<file path="src/rtl/aes128_sbox_scheduler.sv">
// Shares one pipelined AES S-box between the round datapath and the key schedule.
// Optional: define SBOX_SCHED_ROUND_ROBIN_EN for round-robin arbitration on contention.
module aes128_sbox_scheduler #(
  parameter int LATENCY = 3
) (
  input  logic       in_clock,
  input  logic       in_reset,
  input  logic       in_st_valid,
  input  logic [7:0] in_st_byte,
  input  logic [3:0] in_st_idx,
  output logic       out_st_ready,
  input  logic       in_ks_valid,
  input  logic [7:0] in_ks_byte,
  input  logic [1:0] in_ks_idx,
  output logic       out_ks_ready,
  output logic       out_sb_valid,
  output logic [7:0] out_sb_byte,
  input  logic [7:0] in_sb_byte,
  output logic       out_st_res_valid,
  output logic [7:0] out_st_res_byte,
  output logic [3:0] out_st_res_idx,
  output logic       out_ks_res_valid,
  output logic [7:0] out_ks_res_byte,
  output logic [1:0] out_ks_res_idx,
  output logic       out_idle
);

  logic st_ready, ks_ready, st_hs, ks_hs;

`ifdef SBOX_SCHED_ROUND_ROBIN_EN
  // rr_ptr = 1 means the state stream wins the next contested cycle
  logic rr_ptr;

  always_comb begin
    ks_ready = !in_reset && in_ks_valid && !(in_st_valid && rr_ptr);
    st_ready = !in_reset && in_st_valid && (!in_ks_valid || rr_ptr);
  end

  always_ff @(posedge in_clock) begin
    if (in_reset)
      rr_ptr <= 1'b0;
    else if (in_ks_valid && in_st_valid)
      rr_ptr <= ~rr_ptr;
  end
`else
  always_comb begin
    ks_ready = !in_reset && in_ks_valid;
    st_ready = !in_reset && in_st_valid && !in_ks_valid;
  end
`endif

  assign st_hs        = in_st_valid && st_ready;
  assign ks_hs        = in_ks_valid && ks_ready;
  assign out_st_ready = st_ready;
  assign out_ks_ready = ks_ready;
  assign out_sb_valid = st_hs || ks_hs;
  assign out_sb_byte  = ks_hs ? in_ks_byte : (st_hs ? in_st_byte : 8'h00);

  // Tag pipeline mirrors the S-box depth; owner 1 = key schedule
  logic [LATENCY-1:0] tag_v;
  logic [LATENCY-1:0] tag_own;
  logic [3:0]         tag_idx [LATENCY];

  always_ff @(posedge in_clock) begin
    tag_own[0] <= ks_hs;
    tag_idx[0] <= ks_hs ? {2'b00, in_ks_idx} : in_st_idx;
    for (int i = 1; i < LATENCY; i++) begin
      tag_own[i] <= tag_own[i-1];
      tag_idx[i] <= tag_idx[i-1];
    end
    if (in_reset) begin
      tag_v <= '0;
    end else begin
      tag_v[0] <= st_hs || ks_hs;
      for (int i = 1; i < LATENCY; i++)
        tag_v[i] <= tag_v[i-1];
    end
  end

  always_ff @(posedge in_clock) begin
    if (in_reset) begin
      out_st_res_valid <= 1'b0;
      out_st_res_byte  <= 8'h00;
      out_st_res_idx   <= 4'h0;
      out_ks_res_valid <= 1'b0;
      out_ks_res_byte  <= 8'h00;
      out_ks_res_idx   <= 2'h0;
    end else begin
      out_st_res_valid <= 1'b0;
      out_ks_res_valid <= 1'b0;
      if (tag_v[LATENCY-1]) begin
        if (tag_own[LATENCY-1]) begin
          out_ks_res_valid <= 1'b1;
          out_ks_res_byte  <= in_sb_byte;
          out_ks_res_idx   <= tag_idx[LATENCY-1][1:0];
        end else begin
          out_st_res_valid <= 1'b1;
          out_st_res_byte  <= in_sb_byte;
          out_st_res_idx   <= tag_idx[LATENCY-1];
        end
      end
    end
  end

  assign out_idle = !(st_hs || ks_hs) && !(|tag_v) && !out_st_res_valid && !out_ks_res_valid;

endmodule

</file>
<file path="config.mk">
export PLATFORM = sky130hd
export DESIGN_NAME = aes128_sbox_scheduler
export DESIGN_NICKNAME = d
export VERILOG_FILES = /design/src/rtl/aes128_sbox_scheduler.sv
export SDC_FILE = /design/constraint.sdc
export NUM_CORES = 1
export LEC_CHECK = 0
export ABC_CLOCK_PERIOD_IN_PS = 1700
export BUFFER_PORTS_ARGS = -buffer_cell sky130_fd_sc_hd__buf_2
export CAP_MARGIN = 20
export CORE_MARGIN = 2
export CORE_UTILIZATION = 47
export CTS_CLUSTER_SIZE = 25
export DETAILED_ROUTE_END_ITERATION = 12
export GPL_ROUTABILITY_DRIVEN = 0
export PLACE_DENSITY = 0.82
export SYNTH_ARGS = -nofsm -noshare
export SYNTH_HDL_FRONTEND = slang
export SYNTH_SLANG_ARGS = --single-unit
</file>
<file path="constraint.sdc">
create_clock -name in_clock -period 1.7 [get_ports in_clock]
set_input_delay 0.17 -clock in_clock [delete_from_list [all_inputs] [get_ports in_clock]]
set_output_delay 0.17 -clock in_clock [all_outputs]
set_load 0.01 [all_outputs]
</file>
; Word level (Yosys, flattened, before mapping)
; Memories as Yosys holds them, arrays and structs flattened.
; Index checks and enable logic that the tools add are counted.
[op_classes]
div_mod_pow = 0
mul = 0
eq_ne = 0
n_shift = 0
n_lt_le_gt_ge = 0
bitwise_logic = 2
n_reduce_logical = 19
addsub = 0
n_mux = 5
[op_table]
columns = operator, n
row1 = 2-to-1 mux 8 bit, 2
row2 = logical AND 1 bit, 8
row3 = logical NOT 1 bit, 6
row4 = 2-to-1 mux 4 bit, 1
row5 = AND reduction 2 bit, 2
row6 = OR reduction 3 bit, 1
row7 = 2-to-1 mux 1 bit, 2
row8 = NOT 1 bit, 2
row9 = OR reduction 2 bit, 1
row10 = logical OR 1 bit, 1
[word_totals]
ramBits = 12
mem_count = 1
romBits = 0
input_bits = 34
latch_bits = 0
elab_cells = 35
reg_bits = 30
[mem_list]
columns = memory, words, width, rd, rd_ports_with_merged_regs, wr, line
row1 = tag_idx, 3, 4, 3, 0, 3, 62  ; logic [3:0] tag_idx [LATENCY];

; Depth between registers and ports, before layout
[logic_depth]
ltp_word = 9
depth_mapped = 4
mapped_depth_nobuf = 3

; Least setup slack after synthesis
; No wires, ideal clock.
[synth_timing]
path_kind = flip-flop to output port
startpoint = register tag_v[1]
endpoint = output out_idle
stages_incl_launch_ff = 3
required_time_ps = 1530
t_arrival_ps = 986
n_path_buf = 0
slack_ps = 544
path_cell_list = dfxtp_1 or4_1 nor3_2
[synth_between]
elab_chain_len = 5
[synth_lines]
columns = element, line
row1 = from (decl), 60  ; logic [LATENCY-1:0] tag_v;
row2 = "from (signal, indexed assignment)", 76  ; tag_v[i] <= tag_v[i-1];
row3 = OR reduction 3 bit, 105  ; assign out_idle = !(st_hs || ks_hs) && !(|tag_v) && !out_st_res_valid && !out_ks_res_valid;
row4 = logical NOT 1 bit, 105
row5 = logical AND 1 bit (3 in a row), 105
row6 = to (decl), 25  ; output logic out_idle
; Every way passes these cells.

; Worst setup path after layout
; Ends and elaborated chain as after synthesis.

==> impl_metrics.json <==
{
  "overflow": 0,
  "postSynthAreaPerCell_sq_um": 9.537,
  "finalCoreUtilization": 0.6538,
  "r2r_slack_ns": 0.61,
  "synth_flop_cell": "dfxtp_1",
  "r2r_end": "out_st_res_byte[0]",
  "vias_per_cell": 4.795,
  "crit_path_start_kind": "flop",
  "drive_above_1_share": 0.3944,
  "cts_tree": "done",
  "ant_nets": 0,
  "grt.total_usage": 0.1866,
  "finalHoldViolCount": 0,
  "synthTopCellsByArea": "dfxtp_1 62%, nand2_1 12%, a21oi_1 8.1%",
  "critPathKind": "flop to output port",
  "synthesis.area_sq_mm": 0.001364,
  "hold_buffers": 0,
  "clock_skew_ns": 0.007825,
  "async_flop_share": 0,
  "antenna_cells": 0,
  "routed_wl_mm": 2.928,
  "critPathMaxFanout": 2,
  "synth_top_cell_by_area": "dfxtp_1",
  "die_area_sq_mm": 0.003348,
  "crit_start": "tag_v[1]",
  "seq_area_frac_synth": 0.6165,
  "timing.setup.tns_ns": 0,
  "dpl.hpwl_mm": 2.115,
  "yosys.area.top_type_share": 0.6165,
  "slew_viol_final": 0,
  "cts-resized-gates": 0,
  "syn-num-nets": 177,
  "via_count": 1170,
  "most-common-layout-cells": "69 x buf_2, 45 x nand2_1, 41 x dfxtp_1, 22 x a21oi_1, 8 x a22o_1",
  "drv_cap": 0,
  "clock_sinks": 42,
  "r2r-start": "tag_own[2]",
  "syn_to_final_growth_pct": 32.20,
  "firstDrtPassIters": 4,
  "die_w_microns": 57.87,
  "status": "complete, no violations",
  "crit_end": "out_idle",
  "die_h_microns": 57.87,
  "fin_area_sq_mm": 0.001803,
  "cts_max_path_buffers": 2,
  "htree_levels": 2,
  "synth_seq_cells": 42,
  "nNetsFinal": 246,
  "yosysWarnings": 0,
  "ys_types": 16,
  "numCtsBuffers": 5,
  "core_area_sq_mm": 0.002758,
  "powerDensity_mw_per_mm2": 1002,
  "finalCritPeriodShare": 0.9872,
  "wl_per_cell_microns": 12.00,
  "setup-violations-final": 0,
  "ir_drop_mv": 0.7034,
  "start_util": 0.4946,
  "max_freq_mhz": 595.9,
  "worst_hold_path_type": "primary input to flop",
  "grt_setup_unrepaired": "yes",
  "critical_path_arrival_ns": 1.51,
  "antenna_found_initial": 0,
  "clk_latency_ns": 0.34,
  "ios": 70,
  "leakage_nw": 0.8409,
  "post_cts_buffers": 0,
  "clockRootBuffer": "clkbuf_4",
  "worst_pin_slew_ns": 0.5225,
  "final_common_cell": "buf_2",
  "io_buffers": 69,
  "endpoint_kind": "output port",
  "drc_errors": 0,
  "synth_edf_count": 0,
  "cp.required_ns": 1.53,
  "grt_max_degree": 29,
  "post-route-min-period_ns": 1.678,
  "syn_inst": 143,
  "reg2reg_depth": 3,
  "clk_pin_slew_ns": 0.12,
  "floorplan.rows": 19,
  "grt_pass1_vias": 1031,
  "drtIter0Drc": 25,
  "place_area_sq_mm": 0.001713,
  "max_slew_margin": 0.6501,
  "grt_first_pass_wirelength_mm": 4.650
}
[Yosys cell counts (2+ instances only)]
cell type	count
mux2_2	2
nor2b_1	4
dfxtp_1	42
nor2_1	5
nand2_1	45
buf_2	7
a22o_1	8
a21oi_1	22
[logic make-up (layout without fill, tap and decap cells)]
kind of cell	after synthesis	in the layout	synth area share
DFF	42	42	0.6165
and+or+nand+nor	61	61	0.2037
AOI/OAI and AO/OA	30	30	0.1321
muxes	2	2	0.01651
buffers and inverters	8	78	0.03119
[sequential cells by signal, indices dropped and copies added (netlist names)]
register / count
out_st_res_byte: 8
out_ks_res_idx: 2
tag_idx: 12
tag_own: 3
out_ks_res_byte: 8
out_st_res_idx: 4
out_st_res_valid: 1
tag_v: 3
out_ks_res_valid: 1
[layer usage]
| metal | share of wire | global-route usage | routed length [microns] | up-vias |
|---|---|---|---|---|
| met5 | 0 | 0 | 0 | - |
| met3 | 0.075 | 0.04688 | 219 | 6 |
| met4 | 0.019 | 0.08970 | 55 | 0 |
| met2 | 0.49 | 0.3101 | 1421 | 55 |
| li1 | - | - | - | 606 |
| met1 | 0.42 | 0.2260 | 1231 | 503 |
[through the flow]
stage	hold WS [ns]	power [mW]	setup slack [ns]	instances
3_3_place_gp	0.3104	1.209	0.4310	236
3_5_place_dp	0.3121	1.211	0.4085	236
6_report	0.02682	1.807	0.02175	244
4_1_cts	0.02209	1.821	0.02543	244
2_1_floorplan	0.2955	1.133	0.5436	143
5_1_grt	0.01853	1.891	-0.01833	244
[where the power goes]
group          leakage (nW)  internal [mW]  switching (mW)  total [mW]
logic                 0.457         0.0769          0.0804       0.157
registers             0.345           1.02          0.0135        1.04
clock network        0.0385          0.310           0.304       0.614
total                 0.841           1.41           0.398        1.81
[worst max-delay path: stages, from the launching register on]
cell and delay (ns):
dfxtp_2 0.34, or4_4 0.54, nor3_4 0.13, buf_2 0.15
[layout make-up]
type	count	area [sq um]
repair buffers	70	352.8
flip-flops and latches	42	842.1
multi-input cells	93	490.5
clock buffers	6	41.29
clock inverters	2	37.54
well taps	31	38.79
fillers	262	954.7
[worst min path at each step]
stage | endpoint | cells after the start | slack, ns | start
2_1_floorplan | tag_v[0] | 2 | 0.30 | in_ks_valid
5_1_grt | tag_idx[0][3] | 2 | 0.02 | in_st_idx[3]
3_3_place_gp | tag_idx[0][8] | 0 | 0.31 | tag_idx[0][4]
4_1_cts | tag_idx[0][3] | 2 | 0.02 | in_st_idx[3]
6_report | tag_idx[0][3] | 2 | 0.03 | in_st_idx[3]
3_5_place_dp | tag_idx[0][10] | 0 | 0.31 | tag_idx[0][6]
No activity file was read; power rests on OpenSTA's default activity.
